[config.mk]
export PLATFORM = sky130hd
export DESIGN_NAME = alu_writeback
export DESIGN_NICKNAME = d
export VERILOG_FILES = /design/src/rtl/alu_writeback.sv
export SDC_FILE = /design/constraint.sdc
export NUM_CORES = 1
export LEC_CHECK = 0
export ABC_AREA = 1
export ABC_CLOCK_PERIOD_IN_PS = 16000
export BUFFER_PORTS_ARGS = -buffer_cell sky130_fd_sc_hd__clkbuf_2
export CORE_UTILIZATION = 35
export DETAILED_ROUTE_END_ITERATION = 6
export GPL_TIMING_DRIVEN = 0
export SKIP_CTS_REPAIR_TIMING = 1
export SYNTH_ARGS = -nofsm -noshare
export SYNTH_HDL_FRONTEND = slang
export SYNTH_SLANG_ARGS = --single-unit
[constraint.sdc]
create_clock -name clk -period 16 [get_ports clk]
set_input_delay 0.8 -clock clk [delete_from_list [all_inputs] [get_ports clk]]
set_output_delay 0.8 -clock clk [all_outputs]
set_load 0.05 [all_outputs]
[src/rtl/alu_writeback.sv]
// ALU result writeback: one-cycle register-file commit plus an in-order store
// buffer drained to the data-memory port over a req/ack handshake.
module alu_writeback #(
    parameter int SB_DEPTH = 4,
    parameter int XLEN     = 64
) (
    input  logic            clk,
    input  logic            reset,
    input  logic            in_valid,
    output logic            in_ready,
    input  logic            in_is_store,
    input  logic [XLEN-1:0] in_data,
    input  logic [4:0]      in_dest,
    input  logic [XLEN-1:0] in_addr,
    input  logic [1:0]      in_size,
    output logic            rf_wr_en,
    output logic [4:0]      rf_wr_idx,
    output logic [XLEN-1:0] rf_wr_data,
    output logic            mem_req,
    output logic [XLEN-1:0] mem_addr,
    output logic [XLEN-1:0] mem_wdata,
    output logic [1:0]      mem_size,
    input  logic            mem_ack,
    output logic            sb_empty,
    output logic            misalign
);
    localparam int PW = $clog2(SB_DEPTH);

    typedef enum logic {S_IDLE, S_REQ} state_t;

    state_t          r_state, w_state_nxt;
    logic [PW:0]     r_count;
    logic [PW-1:0]   r_wptr, r_rptr;
    logic [XLEN-1:0] r_sb_addr [SB_DEPTH];
    logic [XLEN-1:0] r_sb_data [SB_DEPTH];
    logic [1:0]      r_sb_size [SB_DEPTH];

    logic            r_rf_wr_en, r_mem_req, r_misalign;
    logic [4:0]      r_rf_wr_idx;
    logic [XLEN-1:0] r_rf_wr_data, r_mem_addr, r_mem_wdata;
    logic [1:0]      r_mem_size;

    logic            w_accept, w_push, w_pop, w_load, w_misal;
    logic [XLEN-1:0] w_data_masked;

    // Ready depends only on registered count, so a same-cycle pop never opens a full buffer.
    assign in_ready = (r_count < (PW+1)'(SB_DEPTH));
    assign w_accept = in_valid && in_ready;
    assign w_push   = w_accept && in_is_store && !w_misal;

    always_comb begin
        w_misal = 1'b0;
        case (in_size)
            2'd1:    w_misal = in_addr[0];
            2'd2:    w_misal = |in_addr[1:0];
            2'd3:    w_misal = |in_addr[2:0];
            default: w_misal = 1'b0;
        endcase
    end

    always_comb begin
        w_data_masked = '0;
        case (in_size)
            2'd0:    w_data_masked[7:0]  = in_data[7:0];
            2'd1:    w_data_masked[15:0] = in_data[15:0];
            2'd2:    w_data_masked[31:0] = in_data[31:0];
            default: w_data_masked       = in_data;
        endcase
    end

    always_comb begin
        w_state_nxt = r_state;
        w_load      = 1'b0;
        w_pop       = 1'b0;
        case (r_state)
            S_IDLE: if (r_count != '0) begin
                w_load      = 1'b1;
                w_state_nxt = S_REQ;
            end
            S_REQ: if (mem_ack) begin
                w_pop       = 1'b1;
                w_state_nxt = S_IDLE;
            end
            default: w_state_nxt = S_IDLE;
        endcase
    end

    always_ff @(posedge clk or negedge reset) begin
        if (!reset) r_state <= S_IDLE;
        else        r_state <= w_state_nxt;
    end

    // Buffer storage carries no reset; validity is tracked solely by count/pointers.
    always_ff @(posedge clk) begin
        if (w_push) begin
            r_sb_addr[r_wptr] <= in_addr;
            r_sb_data[r_wptr] <= w_data_masked;
            r_sb_size[r_wptr] <= in_size;
        end
    end

    always_ff @(posedge clk or negedge reset) begin
        if (!reset) begin
            r_count <= '0;
            r_wptr  <= '0;
            r_rptr  <= '0;
        end else begin
            if (w_push) r_wptr <= r_wptr + PW'(1);
            if (w_pop)  r_rptr <= r_rptr + PW'(1);
            case ({w_push, w_pop})
                2'b10:   r_count <= r_count + (PW+1)'(1);
                2'b01:   r_count <= r_count - (PW+1)'(1);
                default: r_count <= r_count;
            endcase
        end
    end

    always_ff @(posedge clk or negedge reset) begin
        if (!reset) begin
            r_mem_req   <= 1'b0;
            r_mem_addr  <= '0;
            r_mem_wdata <= '0;
            r_mem_size  <= '0;
        end else if (w_load) begin
            r_mem_req   <= 1'b1;
            r_mem_addr  <= r_sb_addr[r_rptr];
            r_mem_wdata <= r_sb_data[r_rptr];
            r_mem_size  <= r_sb_size[r_rptr];
        end else if (w_pop) begin
            r_mem_req   <= 1'b0;
        end
    end

    always_ff @(posedge clk or negedge reset) begin
        if (!reset) begin
            r_rf_wr_en   <= 1'b0;
            r_rf_wr_idx  <= '0;
            r_rf_wr_data <= '0;
            r_misalign   <= 1'b0;
        end else begin
            r_rf_wr_en <= w_accept && !in_is_store && (in_dest != 5'd0);
            r_misalign <= w_accept && in_is_store && w_misal;
            if (w_accept && !in_is_store) begin
                r_rf_wr_idx  <= in_dest;
                r_rf_wr_data <= in_data;
            end
        end
    end

    assign rf_wr_en   = r_rf_wr_en;
    assign rf_wr_idx  = r_rf_wr_idx;
    assign rf_wr_data = r_rf_wr_data;
    assign mem_req    = r_mem_req;
    assign mem_addr   = r_mem_addr;
    assign mem_wdata  = r_mem_wdata;
    assign mem_size   = r_mem_size;
    assign misalign   = r_misalign;
    assign sb_empty   = (r_count == '0) && (r_state == S_IDLE);
endmodule

# Word-level counts from Yosys, hierarchy flattened
# Memories as Yosys holds them, arrays and structs flattened. A register that Yosys moved wholly into a read port is not among the register bits.
# Index checks and enable logic that the tools add are counted.
# totals
reg_bits	80
mem_bits_rw	520
input_bits	140
output_inout_bits	204
word_cells	60
memories	3
# classes
addsub	4
n_lt_le_gt_ge	1
eq_ne	5
n_mux	15
bitwise	1
n_reduce_logical	22
# mem_list
name	depth	word_bits	read_ports	rd_ports_with_merged_regs	write_ports	line_no	text
r_sb_addr	4	64	1	1	1	34	logic [XLEN-1:0] r_sb_addr [SB_DEPTH];
r_sb_data	4	64	1	1	1	35	logic [XLEN-1:0] r_sb_data [SB_DEPTH];
r_sb_size	4	2	1	1	1	36	logic [1:0] r_sb_size [SB_DEPTH];
# op_table
operator	n
32-bit 2-to-1 mux	1
16-bit 2-to-1 mux	1
1-bit 2-to-1 mux	9
8-bit 2-to-1 mux	1
1-bit logical AND	7
2-bit == test, second input constant	3
3-bit case mux with 2 select lines	1
3-bit OR reduction	2
1-bit logical NOT	5
5-bit nonzero test	1
2-bit by 1-bit adder with 2-bit output, second input constant	2
2-bit by 1-bit == test with 1-bit output, second input constant	2
2-bit nonzero test	2
2-bit OR reduction	2
3-bit by 1-bit adder with 3-bit output, second input constant	1
3-bit logical NOT	1
3-bit less-than comparator, second input constant	1
1-bit case mux with 3 select lines	1
3-bit nonzero test	1
3-bit by 1-bit subtractor with 3-bit output, second input constant	1
2-bit logical NOT	1
1-bit case mux with 2 select lines	1
1-bit inverter	1

# Depth between registers and ports, before layout
# Gate-level depths: netlist of run 1.
# logic_depth
depth_word	6
mapped_depth	13
depth_no_buf	12

# Worst setup path before layout of run 1
# OpenSTA, ideal clock, no wires.
# synth_timing
path_type	input to register
from	input in_size[1]
to	memory r_sb_addr[0][0], enable pin
setup_ns	0.621
arrival_ns	6.945
required_ns	15.379
path_slack_ns	8.433
cell_stages	5
path_buffers	1
cell_sequence	buf_2 or2_2 nand2_1 nand2_1 nor2_1
# synth_via
elab_chain_len	6
elab_cells_between_ends	8
classes_between	eq/ne (3); mux (3); reduce/logical (2)
# synth_lines
element	line_no	text
start: declaration	15	input logic [1:0] in_size,
2-bit == test / 2-bit by 1-bit == test with 1-bit output (equally long branches)	53	case (in_size)
1-bit case mux with 3 select lines (*)	53	
1-bit logical NOT (*)	49	assign w_push = w_accept && in_is_store && !w_misal;
1-bit logical AND (*)	49	
1-bit 2-to-1 mux (*)	95	if (w_push) begin
1-bit 2-to-1 mux (implied by the code) (*)	96	r_sb_addr[r_wptr] <= in_addr;
end: declaration	34	
# Every way passes the cells marked *; elsewhere a longest branch is shown, timed or not.

# Worst setup path in the final report of run 1
# layout_timing
from	input in_size[1]
to	memory r_sb_addr[1][43], enable pin
# Same word-level chain as after synthesis.

==> results of run 1 <==
power groups by stage:
| stage | Combinational, mW | Sequential (mW) | Clock (mW) |
|---|---|---|---|
| 2_1_floorplan | 1.09 | 3.36 | 0 |
| 5_1_grt | 3.05 | 2.52 | 1.92 |
| 4_1_cts | 2.83 | 2.48 | 1.85 |
| 3_3_place_gp | 2.78 | 2.54 | 0 |
| 6_report | 2.78 | 2.48 | 1.81 |
| 3_5_place_dp | 2.83 | 2.52 | 0 |
final timing paths:
path | from | endpoint | slack (ns) | cells after the start
max | in_size[1] | r_sb_addr[1][43] | 12.53 | 12
min | reset | mem_addr[45] | 0.05 | 1
max reg2reg | r_count[2] | r_sb_addr[1][43] | 13.02 | 6
min reg2reg | mem_addr[30] | mem_addr[30] | 0.47 | 2
max in group asynchronous | reset | mem_wdata[50] | 15.11 | 2
min in group clk | in_addr[23] | r_sb_addr[3][23] | 0.39 | 1
cell families after synthesis:
kind of cell	count (synthesis)	synth area share
fa+ha+maj	6	0.00293
buf+inv	215	0.0347
compound gates	309	0.0555
simple gates	1248	0.166
flops	730	0.740
xor+xnor	3	0.000931
final cells by class:
cell class                      instances  share of cell area
Timing Repair Buffer                  365              0.0637
Clock buffer                          107              0.0633
Buffer                                133              0.0195
Antenna cell                            3            0.000219
Tap cell                             1050              0.0383
Clock inverter                         40              0.0118
Multi-Input combinational cell       1566               0.186
Inverter                               82             0.00904
Sequential cell                       730               0.608
worst register-to-register path: stages (launching register included):
cell	delay [ns]
dfrtp_1	0.41
nor3_1	0.38
nand2_1	0.40
nor2_4	0.68
buf_12	0.29
buf_12	0.27
buf_12	0.22
routing by layer:
layer,track usage,wire (um),share of wire,up-vias
li1,-,-,-,9174
met1,0.254,34600,0.45,9177
met2,0.302,36100,0.47,502
met3,0.0357,4300,0.056,117
met4,0.0622,1910,0.025,10
met5,0,66,0.00086,-
per-stage QoR:
step           area [um2]  total power, mW  setup slack (ns)  hold WS [ns]
6_report            34300             7.08             12.53        0.0523
5_1_grt             34300             7.49             12.30        0.0339
4_1_cts             34300             7.16             12.46        0.0132
3_5_place_dp        31700             5.34             11.80         0.458
3_3_place_gp        31200             5.32              2.58         0.455
2_1_floorplan       28200             4.45              8.43         0.450
state kept, by name, summed over array words and instances (netlist names):
register and count:
mem_size 2, r_sb_size 8, mem_wdata 64, rf_wr_idx 5, mem_addr 64, r_wptr 2
rf_wr_en 1, r_state 1, r_count 3, r_rptr 2, rf_wr_data 64, r_sb_data 256
misalign 1, mem_req 1, r_sb_addr 256
placed cells by master (no fill, tap or decap), drive strengths merged:
| master | netlist | final |
|---|---|---|
| bufinv | 0 | 5 |
| fa | 1 | 1 |
| a31oi | 1 | 1 |
| nor2 | 572 | 572 |
| edfxtp | 520 | 520 |
| or2 | 1 | 1 |
| diode | 0 | 3 |
| dfrtp | 210 | 210 |
| nor3 | 1 | 1 |
| clkinv | 1 | 26 |
| xor2 | 2 | 2 |
| buf | 74 | 96 |
| inv | 81 | 88 |
| o31ai | 1 | 1 |
| nand3 | 5 | 5 |
| clkinvlp | 0 | 3 |
| o21ai | 305 | 305 |
| a21oi | 2 | 2 |
| clkbuf | 59 | 509 |
| nand2 | 669 | 669 |
| ha | 5 | 5 |
| xnor2 | 1 | 1 |
==> results.json, run 1 <==
{
  "synth-seq-cells": 730,
  "cts_tree": "done",
  "ir_drop_uv": 126,
  "start_util": 0.355,
  "synth_top_area_share": 0.553,
  "multi_input_area_mm2": 0.00640,
  "power_frac_comb": 0.393,
  "yosysTopAreaCell": "edfxtp_1",
  "layout-drive-gt1-share": 0.189,
  "portBuffers": 343,
  "worstPathMaxFanout": 25,
  "synth_ff_type": "edfxtp_1",
  "max_clock_freq_mhz": 289,
  "period_minus_slack_ns": 3.47,
  "netlist_top_cells_count": "nand2_1 (669), nor2_1 (572), edfxtp_1 (520), o21ai_0 (305), dfrtp_1 (210)",
  "drt-initial-drc-count": 1192,
  "rsz0062_at_grt": "false",
  "synthArstFlopShare": 0.288,
  "cp_slowest_cell": "nor2_4",
  "slew_violations": 0,
  "dieWidth_um": 286,
  "sw_frac_of_total": 0.429,
  "syn_nets": 2657,
  "seq_area_mm2": 0.0209,
  "rows": 103,
  "crit_type": "in -> reg",
  "post-route-drc-count": 0,
  "critical_path_buf_inv_count": 6,
  "start_kind": "primary input",
  "ys_seq_area_frac": 0.740,
  "synth-edff-count": 520,
  "grt_usage": 0.187,
  "cpMostUsedCell": "nand2_1",
  "utilization": 0.433,
  "timing.final.crit_share": 0.217,
  "worst_setup_hold_path_clk_slew_ns": 0.06,
  "root_buffer": "clkbuf_16",
  "grt_first_pass_wirelength_um": 115000,
  "dp_hpwl_um": 50600,
  "netlist_area_mm2": 0.0282,
  "nets": 3103,
  "ant_nets": 0,
  "power.share.clock": 0.256,
  "clkLatencyLatePin_ns": 0.62,
  "intPower_mw": 4.04,
  "crit_path_max_incr_delay_ns": 0.68,
  "p_seq_frac": 0.351,
  "first_pass_iters": 5,
  "synth_area_leaders": "edfxtp_1 (55%), dfrtp_1 (19%), nand2_1 (8.9%)",
  "cp_cell_sequence": "clkbuf_2, buf_2, nand2_1, inv_1, nand2_1, nand2_1, nand2_1, nand2_1, nor2_4, buf_12, buf_12, buf_12",
  "final.setup.tns_ns": 0,
  "cts_sinks": 730,
  "required_ns": 16.31,
  "antenna_found_initial": 10,
  "dieArea_mm2": 0.0818,
  "dr_total_vias": 19000,
  "hold_path_class": "in -> async",
  "drt_wl_total_um": 77000,
  "htree_levels": 3,
  "fp.coreArea_mm2": 0.0794,
  "synth_most_common_cell": "nand2_1",
  "synth.avg_cell_area_um2": 11.2,
  "grt_max_degree": 98,
  "critical_path.endpoint_type": "register",
  "wl_per_cell_um": 18.9,
  "status": "finished, final reports clean",
  "area_growth_pct": 21.7,
  "final_cell_count_no_fill": 4076,
  "fillers": 7460,
  "skew_ns": 0.0192,
  "relSlewSlack": 0.516,
  "arrival_ns": 3.78,
  "hold_viol": 0,
  "grt_overflow": 0,
  "viasPerCell": 4.66,
  "cts_made_buffers": 79,
  "grt_pass1_vias": 18800,
  "power_leakage_nw": 14.6,
  "worst_pin_slew_ns": 0.725,
  "powerDensity_mw_per_mm2": 206,
  "finalSetupViolations": 0,
  "cap_viol_max_count": 0,
  "netlist_instances": 2511,
  "globalplace.congestion": 0.748,
  "io_pins": 344,
  "dp_cells": 3926,
  "cpLargestDelayFamily": "simple AND/OR/NAND/NOR gates",
  "p_sw_mw": 3.03,
  "clk_path_buf_depth": 3,
  "die_h_um": 286,
  "yosysUniqueCellTypes": 24,
  "yosysWarnings": 0
}
Power figures use the tool's default switching activity.
==> inputs of run 2 (changes only) <==
--- a/config.mk
+++ b/config.mk
@@ -6,7 +6,7 @@
 export NUM_CORES = 1
 export LEC_CHECK = 0
 export ABC_AREA = 1
-export ABC_CLOCK_PERIOD_IN_PS = 16000
+export ABC_CLOCK_PERIOD_IN_PS = 3320
 export BUFFER_PORTS_ARGS = -buffer_cell sky130_fd_sc_hd__clkbuf_2
 export CORE_UTILIZATION = 35
 export DETAILED_ROUTE_END_ITERATION = 6
==> constraint.sdc (replaced) <==
create_clock -name clk -period 3.32 [get_ports clk]
set_input_delay 0.166 -clock clk [delete_from_list [all_inputs] [get_ports clk]]
set_output_delay 0.166 -clock clk [all_outputs]
set_load 0.05 [all_outputs]
==> run 2 against run 1 <==
The run now ends with hold timing left. Design area up 4.4%. Sequential cell count did not move. First-iteration DRC count up 13%. Die area is the same. Utilization is 1.9 points higher.
==> results.json, run 2 (same netlist as run 1, synthesis figures left out) <==
{
  "status": "finished, violations left",
  "start_kind": "primary input",
  "cap_viol_max_count": 0,
  "area_growth_pct": 27.0,
  "grt_overflow": 0,
  "grt_max_degree": 89,
  "dpl_cell_area_mm2": 0.0318,
  "drt-initial-drc-count": 1346,
  "reg_top3": "r_sb_addr: 256 flops, r_sb_data: 256 flops",
  "dieArea_mm2": 0.0818,
  "wl_per_cell_um": 18.6,
  "arrival_ns": 3.23,
  "portBuffers": 343,
  "cts_sinks": 730,
  "ir_drop_uv": 523,
  "globalplace.congestion": 0.763,
  "violations": "hold timing",
  "utilization": 0.451,
  "cts_tree": "done",
  "worst_setup_hold_path_clk_slew_ns": 0.06,
  "dp_cells": 3927,
  "dieWidth_um": 286,
  "start_util": 0.355,
  "ant_nets": 0,
  "rows": 103,
  "fillers": 7353,
  "antenna_found_initial": 4,
  "dp_hpwl_um": 50900,
  "worst_pin_slew_ns": 0.937,
  "layout-drive-gt1-share": 0.180,
  "cts_made_buffers": 79,
  "htree_levels": 3,
  "rsz0062_at_grt": "false",
  "worstPathMaxFanout": 26,
  "post-route-drc-count": 0,
  "period_minus_slack_ns": 2.92,
  "clk_path_buf_depth": 3,
  "whs_ns": -0.00934,
  "die_h_um": 286,
  "hold_path_class": "in -> reg",
  "final_cell_count_no_fill": 4215,
  "hold_viol": 1,
  "timing.final.crit_share": 0.878,
  "skew_ns": 0.0473,
  "io_pins": 344,
  "critical_path.endpoint_type": "register",
  "grt_usage": 0.189,
  "nets": 3243,
  "finalSetupViolations": 0,
  "required_ns": 3.64,
  "power_leakage_nw": 15.2,
  "root_buffer": "clkbuf_16",
  "dr_total_vias": 19500,
  "max_clock_freq_mhz": 343,
  "layout_common_cells": "nand2_1 (668), nor2_1 (568), edfxtp_1 (520), clkbuf_2 (342), o21ai_0 (305)",
  "crit_type": "in -> reg",
  "layout_commonest_cell": "nand2_1",
  "fp.coreArea_mm2": 0.0794,
  "powerDensity_mw_per_mm2": 958,
  "preCtsSetupSlack_ns": -0.0981,
  "drt_wl_total_um": 78600,
  "first_pass_iters": 5,
  "viasPerCell": 4.62,
  "grt_first_pass_wirelength_um": 116000,
  "slew_violations": 0,
  "clkLatencyLatePin_ns": 0.64,
  "grt_pass1_vias": 19100,
  "design_area_mm2": 0.0358,
  "postLayoutSetupSlackWorst_ns": 0.405,
  "relSlewSlack": 0.374
}
==> run 2: cell count changes in the layout (fill, tap and decap cells not counted), moves of 2 or more <==
| cell | before | now |
|---|---|---|
| clkinv_16 | 0 | 2 |
| clkinvlp_4 | 3 | 0 |
| dlygate4sd3_1 | 0 | 139 |
| clkinv_4 | 4 | 1 |
| clkbuf_8 | 8 | 15 |
| clkinv_2 | 17 | 10 |
| buf_16 | 3 | 6 |
| clkbuf_1 | 79 | 83 |
| buf_12 | 19 | 17 |
==> run 2: stage by stage <==
step	power [mW]	TNS, ns
4_1_cts	34.6	0
5_1_grt	36.3	0
3_3_place_gp	25.6	-1772.43
6_report	34.3	0
3_5_place_dp	25.7	-2.47
2_1_floorplan	21.4	0
==> run 2: worst paths after layout <==
path | startpoint | endpoint | slack [ns] | cells after the start
min | in_is_store | r_wptr[1] | -0.009 | 5
min in group asynchronous | reset | mem_addr[39] | 0.08 | 2
max | in_size[0] | r_sb_addr[1][43] | 0.40 | 12
max reg2reg | r_count[2] | r_sb_addr[1][43] | 0.53 | 6
max in group asynchronous | reset | r_wptr[0] | 2.27 | 3
min reg2reg | mem_wdata[37] | mem_wdata[37] | 0.47 | 2
==> run 2: final cells by class <==
class | instances | area [um2] | area share
Sequential cell | 730 | 20900 | 0.582
Multi-Input combinational cell | 1566 | 6410 | 0.179
Timing Repair Buffer | 505 | 3620 | 0.101
Clock buffer | 118 | 2280 | 0.0638
Tap cell | 1050 | 1310 | 0.0367
Buffer | 133 | 668 | 0.0186
Clock inverter | 29 | 348 | 0.00971
Inverter | 82 | 310 | 0.00866
Antenna cell | 2 | 5.00 | 0.000140
==> run 2: power by group <==
group	leakage, nW	internal [mW]	total [mW]	switching, mW
clock network	1.29	5.13	8.77	3.64
logic	6.58	3.30	13.6	10.3
registers	7.32	11.2	12.0	0.737
==> run 2: per-layer routing <==
layer | global-route usage | up-vias | share of wire
li1 | - | 9486 | -
met1 | 0.250 | 9394 | 0.44
met2 | 0.318 | 485 | 0.49
met3 | 0.0337 | 102 | 0.052
met4 | 0.0582 | 4 | 0.022
met5 | 0 | - | 0.00039
==> run 2: critical path: stages <==
cell and delay, ns:
dlygate4sd3_1 0.55, clkbuf_2 0.15, nand2_1 0.34, inv_1 0.08, nand2_1 0.07, nand2_1 0.05, nand2_1 0.15, nand2_4 0.14
nor2_4 0.74, buf_12 0.27, buf_12 0.23, buf_12 0.24
